$ cat src/rtl/ip_m_axis_s2mm_data_if.sv
// Stream handshake bundle shared by the user write port, the S2MM data stream and the S2MM status stream.
interface ip_m_axis_s2mm_data_if #(
   parameter int unsigned TDATA_WIDTH = 128
);
   logic                       tvalid;
   logic                       tready;
   logic [TDATA_WIDTH-1:0]     tdata;
   logic [TDATA_WIDTH/8-1:0]   tkeep;
   logic                       tlast;

   modport master (output tvalid, tdata, tkeep, tlast, input tready);
   modport slave  (input tvalid, tdata, tkeep, tlast, output tready);
endinterface

$ cat src/rtl/ip_m_axis_s2mm_data.sv
// S2MM data stage: buffers user beats, emits whole WRITE_BURST_LEN bursts with TLAST,
// and tracks DataMover status to report completions and errors.
module ip_m_axis_s2mm_data #(
   parameter int unsigned WRITE_BURST_LEN      = 8,
   parameter int unsigned C_M_AXIS_TDATA_WIDTH = 128,
   parameter int unsigned FIFO_DEPTH           = 16
) (
   input  logic                           clk,
   input  logic                           rstn,
   ip_m_axis_s2mm_data_if.slave           uip_wr,
   ip_m_axis_s2mm_data_if.master          m_axis_s2mm,
   ip_m_axis_s2mm_data_if.slave           s_axis_s2mm_sts,
   output logic                           s2mm_burst_done,
   output logic                           s2mm_err,
   output logic [$clog2(FIFO_DEPTH):0]    s2mm_outstanding,
   output logic [$clog2(FIFO_DEPTH):0]    fifo_count
);
   localparam int unsigned AW   = $clog2(FIFO_DEPTH);
   localparam int unsigned CntW = AW + 1;
   localparam int unsigned BW   = $clog2(WRITE_BURST_LEN + 1);
   localparam logic [CntW-1:0] FullCnt  = CntW'(FIFO_DEPTH);
   localparam logic [CntW-1:0] BurstCnt = CntW'(WRITE_BURST_LEN);
   localparam logic [BW-1:0]   LastBeat = BW'(WRITE_BURST_LEN - 1);

   typedef enum logic [0:0] {StIdle, StStream} state_e;

   logic [C_M_AXIS_TDATA_WIDTH-1:0] mem [FIFO_DEPTH];
   logic [AW-1:0]   wr_ptr_q, rd_ptr_q;
   logic [CntW-1:0] count_q, count_d;
   logic [BW-1:0]   beat_q, beat_d;
   state_e          state_q, state_d;
   logic            push, pop, strm_valid, strm_last, burst_end;
   logic            sts_ready_q, sts_acc, sts_bad, done_q, err_q;
   logic [CntW-1:0] outst_q, outst_d;

   // ---------------- FIFO ----------------
   assign uip_wr.tready = (count_q != FullCnt);
   assign push = uip_wr.tvalid && (count_q != FullCnt);
   assign pop  = strm_valid && m_axis_s2mm.tready;

   always_ff @(posedge clk) begin
      if (push) mem[wr_ptr_q] <= uip_wr.tdata;
   end

   always_comb begin
      count_d = count_q;
      unique case ({push, pop})
         2'b10:   count_d = count_q + CntW'(1);
         2'b01:   count_d = count_q - CntW'(1);
         default: count_d = count_q;
      endcase
   end

   always_ff @(posedge clk or negedge rstn) begin
      if (!rstn) begin
         wr_ptr_q <= '0;
         rd_ptr_q <= '0;
         count_q  <= '0;
      end else begin
         if (push) wr_ptr_q <= wr_ptr_q + AW'(1);
         if (pop)  rd_ptr_q <= rd_ptr_q + AW'(1);
         count_q <= count_d;
      end
   end

   // ---------------- Burst FSM ----------------
   always_comb begin
      state_d    = state_q;
      beat_d     = beat_q;
      strm_valid = 1'b0;
      strm_last  = 1'b0;
      burst_end  = 1'b0;
      unique case (state_q)
         StIdle: begin
            if (count_q >= BurstCnt) state_d = StStream;
         end
         StStream: begin
            strm_valid = 1'b1;
            strm_last  = (beat_q == LastBeat);
            if (pop) begin
               if (strm_last) begin
                  beat_d    = '0;
                  burst_end = 1'b1;
                  // Stay only if another whole burst remains after this pop
                  if (count_q < BurstCnt + CntW'(1)) state_d = StIdle;
               end else begin
                  beat_d = beat_q + BW'(1);
               end
            end
         end
         default: state_d = StIdle;
      endcase
   end

   always_ff @(posedge clk or negedge rstn) begin
      if (!rstn) begin
         state_q <= StIdle;
         beat_q  <= '0;
      end else begin
         state_q <= state_d;
         beat_q  <= beat_d;
      end
   end

   assign m_axis_s2mm.tvalid = strm_valid;
   assign m_axis_s2mm.tlast  = strm_last;
   assign m_axis_s2mm.tdata  = mem[rd_ptr_q];
   assign m_axis_s2mm.tkeep  = '1;

   // ---------------- Status ----------------
   assign s_axis_s2mm_sts.tready = sts_ready_q;
   assign sts_acc = s_axis_s2mm_sts.tvalid && sts_ready_q;
   assign sts_bad = !s_axis_s2mm_sts.tdata[7] || (|s_axis_s2mm_sts.tdata[6:4]) ||
                    (s_axis_s2mm_sts.tdata[3:0] != 4'hA) || (outst_q == '0);

   always_comb begin
      outst_d = outst_q;
      unique case ({burst_end, sts_acc && (outst_q != '0)})
         2'b10:   outst_d = outst_q + CntW'(1);
         2'b01:   outst_d = outst_q - CntW'(1);
         default: outst_d = outst_q;
      endcase
   end

   always_ff @(posedge clk or negedge rstn) begin
      if (!rstn) begin
         sts_ready_q <= 1'b0;
         done_q      <= 1'b0;
         err_q       <= 1'b0;
         outst_q     <= '0;
      end else begin
         sts_ready_q <= 1'b1;
         done_q      <= sts_acc;
         err_q       <= err_q | (sts_acc & sts_bad);
         outst_q     <= outst_d;
      end
   end

   assign s2mm_burst_done  = done_q;
   assign s2mm_err         = err_q;
   assign s2mm_outstanding = outst_q;
   assign fifo_count       = count_q;
endmodule

$ cat src/flat_wrapper.sv
// flat-port wrapper written by rule: the top's interface ports become plain ports
module ip_m_axis_s2mm_data_flat 
#(
   parameter int unsigned WRITE_BURST_LEN      = 8,
   parameter int unsigned C_M_AXIS_TDATA_WIDTH = 128,
   parameter int unsigned FIFO_DEPTH           = 16
)
  (clk, rstn, s2mm_burst_done, s2mm_err, s2mm_outstanding, fifo_count, uip_wr_tvalid, uip_wr_tdata, uip_wr_tkeep, uip_wr_tlast, uip_wr_tready, m_axis_s2mm_tvalid, m_axis_s2mm_tdata, m_axis_s2mm_tkeep, m_axis_s2mm_tlast, m_axis_s2mm_tready, s_axis_s2mm_sts_tvalid, s_axis_s2mm_sts_tdata, s_axis_s2mm_sts_tkeep, s_axis_s2mm_sts_tlast, s_axis_s2mm_sts_tready);
  ip_m_axis_s2mm_data_if #(.TDATA_WIDTH((128))) uip_wr_i ();
  ip_m_axis_s2mm_data_if #(.TDATA_WIDTH((128))) m_axis_s2mm_i ();
  ip_m_axis_s2mm_data_if #(.TDATA_WIDTH(8)) s_axis_s2mm_sts_i ();
  input  logic clk;
  input  logic rstn;
  output logic s2mm_burst_done;
  output logic s2mm_err;
  output logic [$clog2(FIFO_DEPTH):0] s2mm_outstanding;
  output logic [$clog2(FIFO_DEPTH):0] fifo_count;
  input wire logic [$bits(uip_wr_i.tvalid)-1:0] uip_wr_tvalid;
  input wire logic [$bits(uip_wr_i.tdata)-1:0] uip_wr_tdata;
  input wire logic [$bits(uip_wr_i.tkeep)-1:0] uip_wr_tkeep;
  input wire logic [$bits(uip_wr_i.tlast)-1:0] uip_wr_tlast;
  output wire logic [$bits(uip_wr_i.tready)-1:0] uip_wr_tready;
  output wire logic [$bits(m_axis_s2mm_i.tvalid)-1:0] m_axis_s2mm_tvalid;
  output wire logic [$bits(m_axis_s2mm_i.tdata)-1:0] m_axis_s2mm_tdata;
  output wire logic [$bits(m_axis_s2mm_i.tkeep)-1:0] m_axis_s2mm_tkeep;
  output wire logic [$bits(m_axis_s2mm_i.tlast)-1:0] m_axis_s2mm_tlast;
  input wire logic [$bits(m_axis_s2mm_i.tready)-1:0] m_axis_s2mm_tready;
  input wire logic [$bits(s_axis_s2mm_sts_i.tvalid)-1:0] s_axis_s2mm_sts_tvalid;
  input wire logic [$bits(s_axis_s2mm_sts_i.tdata)-1:0] s_axis_s2mm_sts_tdata;
  input wire logic [$bits(s_axis_s2mm_sts_i.tkeep)-1:0] s_axis_s2mm_sts_tkeep;
  input wire logic [$bits(s_axis_s2mm_sts_i.tlast)-1:0] s_axis_s2mm_sts_tlast;
  output wire logic [$bits(s_axis_s2mm_sts_i.tready)-1:0] s_axis_s2mm_sts_tready;
  assign uip_wr_i.tvalid = uip_wr_tvalid;
  assign uip_wr_i.tdata = uip_wr_tdata;
  assign uip_wr_i.tkeep = uip_wr_tkeep;
  assign uip_wr_i.tlast = uip_wr_tlast;
  assign uip_wr_tready = uip_wr_i.tready;
  assign m_axis_s2mm_tvalid = m_axis_s2mm_i.tvalid;
  assign m_axis_s2mm_tdata = m_axis_s2mm_i.tdata;
  assign m_axis_s2mm_tkeep = m_axis_s2mm_i.tkeep;
  assign m_axis_s2mm_tlast = m_axis_s2mm_i.tlast;
  assign m_axis_s2mm_i.tready = m_axis_s2mm_tready;
  assign s_axis_s2mm_sts_i.tvalid = s_axis_s2mm_sts_tvalid;
  assign s_axis_s2mm_sts_i.tdata = s_axis_s2mm_sts_tdata;
  assign s_axis_s2mm_sts_i.tkeep = s_axis_s2mm_sts_tkeep;
  assign s_axis_s2mm_sts_i.tlast = s_axis_s2mm_sts_tlast;
  assign s_axis_s2mm_sts_tready = s_axis_s2mm_sts_i.tready;
  ip_m_axis_s2mm_data #(.WRITE_BURST_LEN(WRITE_BURST_LEN), .C_M_AXIS_TDATA_WIDTH(C_M_AXIS_TDATA_WIDTH), .FIFO_DEPTH(FIFO_DEPTH)) u_core (.clk(clk), .rstn(rstn), .uip_wr(uip_wr_i), .m_axis_s2mm(m_axis_s2mm_i), .s_axis_s2mm_sts(s_axis_s2mm_sts_i), .s2mm_burst_done(s2mm_burst_done), .s2mm_err(s2mm_err), .s2mm_outstanding(s2mm_outstanding), .fifo_count(fifo_count));
endmodule
$ cat config.mk
export PLATFORM = sky130hd
export DESIGN_NAME = ip_m_axis_s2mm_data_flat
export DESIGN_NICKNAME = d
export VERILOG_FILES = /design/src/rtl/ip_m_axis_s2mm_data_if.sv /design/src/rtl/ip_m_axis_s2mm_data.sv /design/src/flat_wrapper.sv
export SDC_FILE = /design/constraint.sdc
export NUM_CORES = 2
export LEC_CHECK = 0
export BUFFER_PORTS_ARGS = -buffer_cell sky130_fd_sc_hd__clkbuf_2
export CAP_MARGIN = 20
export CORE_MARGIN = 2
export CORE_UTILIZATION = 50
export CTS_CLUSTER_SIZE = 30
export DETAILED_ROUTE_END_ITERATION = 16
export PLACE_DENSITY = 0.76
export SYNTH_ARGS = -nofsm -noshare
export SYNTH_HDL_FRONTEND = slang
export SYNTH_SLANG_ARGS = --single-unit
$ cat constraint.sdc
create_clock -name clk -period 10.4 [get_ports clk]
set_clock_uncertainty 0.05 [all_clocks]
set_input_delay 1.04 -clock clk [delete_from_list [all_inputs] [get_ports clk]]
set_output_delay 1.04 -clock clk [all_outputs]
set_load 0.05 [all_outputs]
After elaboration in Yosys (flattened, before gate mapping) --
Memories as Yosys holds them, arrays and structs flattened. Cells that the tools add are included.
Storage, ports and cells: register bits after elaboration 26, RAM bits 2048, input bits 160, output and inout port bits 160, memories 1
Memories:
- u_core.mem | depth 16, bits a word 128, read ports 1, clocked after memory_dff 0, write ports 1, line ip_m_axis_s2mm_data.sv:27 | logic [C_M_AXIS_TDATA_WIDTH-1:0] mem [FIFO_DEPTH];
Operators by class: $add $sub $neg 7, $lt $le $gt $ge 2, equal/unequal tests 7, multiplexer cells 15, bitwise logic cells 3, reductions and logical operators 14
Operators by type and width (count):
- case mux 5 bit (2 select lines) | 2
- adder 4 x 1 -> 4 bit, second input constant | 3
- two-way mux 1 bit | 11
- adder 5 x 1 -> 5 bit, second input constant | 2
- subtractor 5 x 1 -> 5 bit, second input constant | 2
- >= comparator 5 x 4 -> 1 bit, second input constant | 1
- zero test 5 bit | 1
- < comparator 5 x 4 -> 1 bit, second input constant | 1
- inequality test 5 bit, second input constant | 1
- nonzero test 5 bit | 1
- equality test 2 x 1 -> 1 bit, second input constant | 2
- equality test 2 bit, second input constant | 2
- equality test 4 x 3 -> 1 bit, second input constant | 1
- logical AND 1 bit | 4
- two-way mux 4 bit | 1
- inequality test 4 bit, second input constant | 1
- nonzero test 2 bit | 2
- logical OR 1 bit | 3
- OR reduction 3 bit | 1
- case mux 1 bit (2 select lines) | 1
- AND reduction 2 bit | 1
- AND 1 bit | 1
- zero test 1 bit | 1
- inverter 1 bit | 1
- OR 1 bit | 1

Depth between registers and ports, before layout --
word-level depth 6, mapped depth 11, depth with buffers taken out 10

Worst setup path after synthesis --
OpenSTA, ideal clock, no wires.
path type input -> register, start in uip_wr_tvalid, end mem u_core.mem[3][0] (enable), arrival time 10.238 ns, data required time 9.579 ns, slack -0.659 ns, cell stages on the path 4, buffers on the path 0, cells stage by stage inv_1 > a31oi_2 > nand2_1 > nor3_1
Between the ends: word-level cells in the longest chain between the ends 3
Ends and longest elaborated chain:
- start, declared | line flat_wrapper.sv:18 | input wire logic [$bits(uip_wr_i.tvalid)-1:0] uip_wr_tvalid;
- logical AND 1 bit | line ip_m_axis_s2mm_data.sv:38 | assign push = uip_wr.tvalid && (count_q != FullCnt);
- two-way mux 1 bit | line ip_m_axis_s2mm_data.sv:42 | if (push) mem[wr_ptr_q] <= uip_wr.tdata;
- two-way mux 1 bit (implied by the code) | line ip_m_axis_s2mm_data.sv:42
- end, declared | line ip_m_axis_s2mm_data.sv:27
No other way between the ends.

Worst setup path in the final report --
start reg u_core.rd_ptr_q[0], end out m_axis_s2mm_tdata[23]
Between the ends: word-level cells in the longest chain between the ends 1
Ends and longest elaborated chain:
- start, declared | line ip_m_axis_s2mm_data.sv:28 | logic [AW-1:0] wr_ptr_q, rd_ptr_q;
- start signal, assigned | line ip_m_axis_s2mm_data.sv:61 | if (pop) rd_ptr_q <= rd_ptr_q + AW'(1);
- memory (16 x 128 bit)
- end, declared | line flat_wrapper.sv:24 | output wire logic [$bits(m_axis_s2mm_i.tdata)-1:0] m_axis_s2mm_tdata;
No other way between the ends.

==> flow_summary_export.csv <==
group,metric,value,unit
run_status,status,"finished, final reports clean",
final_layout,fillers,11515,
die,die_x,405,um
timing,rsz0062_at_grt,"false",
final_layout,final_common_cell,"edfxtp_1",
synth,synth-seq-cells,2074,
job,maxCapViolations,0,
synth,synth_seq_area_share,77.5,%
routing,wl,183,mm
setup_path,path_class,"flop to output pin",
clock_tree,cts_max_level,4,
synth,synth_cells,3854,
timing,slew_violations,0,
die,row_count,147,
clock_tree,cts_root_buffer,"clkbuf_16",
synth,synth-compound-area-share,5.65,%
synth,synth_warnings,0,
clock_tree,clk_pin_slew,60,ps
setup_path,critPathMaxFanout,59,
timing,tns,0,ps
place,place_area,83700,um2
clock_tree,cts_buffers,201,
setup_path,regToRegStartpoint,"u_core.fifo_count[2]$_DFFE_PN0P_",
final_layout,postLayoutCellArea,90200,um2
clock_tree,cts.sinks,2074,
die,die_h,405,um
power_and_ir_drop,ir_worst_vdd,0.215,mV
setup_path,reg2reg_to,"u_core.mem[12][78]$_DFFE_PP_",
synth,yosysTopAreaCellShare,76.7,%
synth,yosys.area.top_type,"edfxtp_1",
synth,netlist_top_cells_area,"edfxtp_1, mux4_2, mux2i_1, a221oi_1, a221oi_2",
timing,maxSlewHeadroom,24.2,%
setup_path,cp-start-kind,"flop",
synth,synth_flop_cell,"edfxtp_1",
synth,async_flop_share,1.25,%
setup_path,critPathSlowestCell,"dfrtp_4",
power_and_ir_drop,cellPowerDensity,300,nW/um2
global_route,track_usage,22.1,%
timing,fin_crit_sh,56.1,%
routing,avgViaCountPerCell,6.13,
place,port_buffers,284,
setup_path,required,9310,ps
global_route,overflow,0,
place,place_congestion,0.715,
timing,layout_min_cycle_time,5830,ps
synth,synthXorXnorAreaFrac,0.229,%
clock_tree,post_cts_resized,0,
die,die_area,164000,um2
timing,hold_viol_final,0,
timing,final-setup-viol-count,0,
final_layout,drive_above_1_share,23.1,%
final_layout,finalNetCount,4367,
routing,first_iter_violations,4012,
routing,drtPass1Iterations,5,
final_layout,layout_common_cells,"edfxtp_1, mux2i_1, clkbuf_2",
synth,synthSimpleGateAreaFrac,1.02,%
routing,drc_errors,0,
routing,wl_per_cell,28.3,um
power_and_ir_drop,power_leakage,30.2,nW
synth,avgSynthCellArea,20.8,um2
routing,vias,39597,
synth,ys_types,52,
setup_path,path_cells,"buf_4 -> buf_4 -> mux2i_1 -> a221oi_1 -> o21ai_0 -> nand2_1 -> clkbuf_2",
die,core,160000,um2
min_path,hold_class,"input port to async pin",
synth,yosys-mux-area-fraction,13.6,%
synth,synth_top_family_by_area,"multiplexers",
global_route,grt_pass1_wl,264,mm
setup_path,r2r_cells,6,
synth,synth_edf_count,2048,
global_route,grt_max_degree,169,
setup_path,critPathMaxStageDelay,970,ps
clock_tree,cts_tree,"done",
setup_path,cp-end-kind,"output pin",
final_layout,syn_to_final_growth,12.5,%
clock_tree,cts_setup_buffers,0,
timing,worst_slew_pin_slew,1140,ps
clock_tree,cts_hold_buf,0,
global_route,antenna_found_initial,19,
setup_path,cpMostUsedCell,"buf_4",
die,pin_count,320,
setup_path,cp.arrival,4740,ps
synth,syn_area,80200,um2
synth,synthAdderAreaFrac,0.203,%
clock_tree,insertion_delay,840,ps
routing,ant_nets,0,
global_route,grt_pass1_vias,40236,
timing,fmax,171,MHz
die,initial_core_util,50.1,%
place,hpwl,90.5,mm
setup_path,r2r_setup_slack,5910,ps
clock_tree,max-clock-path-buffers,3,
-- state kept, by name (all words and copies together) (netlist names) --
name and flops:
u_core.mem 2048, u_core.fifo_count 5, u_core.s2mm_outstanding 5, u_core.beat_q 4
u_core.rd_ptr_q 4, u_core.wr_ptr_q 4, u_core.s2mm_burst_done 1, u_core.s2mm_err 1
u_core.s_axis_s2mm_sts.tready 1, u_core.state_q 1
-- critical path: cells and delay by family (launching register included) --
kind / cells / cell delay (ps)
mux: 1 / 170
simple gates: 1 / 180
compound gates: 2 / 660
buf+inv: 3 / 1850
flops: 1 / 970
-- metrics by stage --
| step | hold slack (ps) | worst slack [ps] | power (W) | utilization, % | std cells |
|---|---|---|---|---|---|
| floorplan | 409 | 2780 | 0.0177 | - | 3870 |
| global placement | 396 | 5420 | 0.0200 | 52.3 | 6075 |
| detailed placement | 413 | 5360 | 0.0202 | 52.3 | 6075 |
| CTS | 161 | 4410 | 0.0272 | 56.3 | 6445 |
| global route | 210 | 4190 | 0.0281 | 56.4 | 6449 |
| finish | 205 | 4570 | 0.0270 | 56.4 | 6457 |
-- power by group --
part           total, W  internal, W  switching [W]
logic           0.00956      0.00296        0.00660
registers        0.0104       0.0101       0.000345
clock network   0.00706      0.00397        0.00309
total            0.0270       0.0170         0.0100
-- worst max path at each step --
stage / from / to / slack (ps) / cells after the start
2_1_floorplan: uip_wr_tvalid / u_core.mem[15][0]$_DFFE_PP_ / 2780 / 4
3_3_place_gp: u_core.rd_ptr_q[0]$_DFFE_PN0N_ / m_axis_s2mm_tdata[20] / 5420 / 6
3_5_place_dp: u_core.rd_ptr_q[0]$_DFFE_PN0N_ / m_axis_s2mm_tdata[38] / 5360 / 7
4_1_cts: u_core.rd_ptr_q[0]$_DFFE_PN0N_ / m_axis_s2mm_tdata[23] / 4410 / 7
5_1_grt: u_core.rd_ptr_q[0]$_DFFE_PN0N_ / m_axis_s2mm_tdata[23] / 4190 / 7
6_report: u_core.rd_ptr_q[0]$_DFFE_PN0N_ / m_axis_s2mm_tdata[23] / 4570 / 7
-- kinds of logic (layout without fill, tap and decap cells) --
family                   after synthesis  after routing
flip-flops                          2074           2074
multiplexers                         772            772
AO/OA/AOI/OAI                        536            536
buffers and inverters                247            738
AND/OR/NAND/NOR                      190            190
XOR/XNOR                              21             21
adder cells (fa/ha/maj)               13             13
other                                  1             27
-- synth_stat cells, drive strengths merged, types with 13 or more instances --
cell and number:
edfxtp 2048, nand2 140, a22oi 128, nor2 16, dfrtp 26, a221oi 256, ha 13, mux4 256
o21ai 133, clkbuf 93, buf 146, mux2i 512
-- routing by layer --
metal	GRT usage [%]	wire length (um)
met5	0	196
met4	6.53	4130
met3	5.18	14800
met2	36.1	90200
met1	29.8	73600
-- final cells by class --
cell class	instances	area [um2]	area share, %
clock buffers	242	5180	5.74
flip-flops and latches	2074	62200	68.9
diodes	10	25.0	0.0277
well taps	2086	2610	2.89
repair buffers	360	2130	2.36
clock inverters	128	1240	1.38
multi-input cells	1549	16800	18.7
inverters	8	37.5	0.0416
No activity file was read; power rests on OpenSTA's default activity.
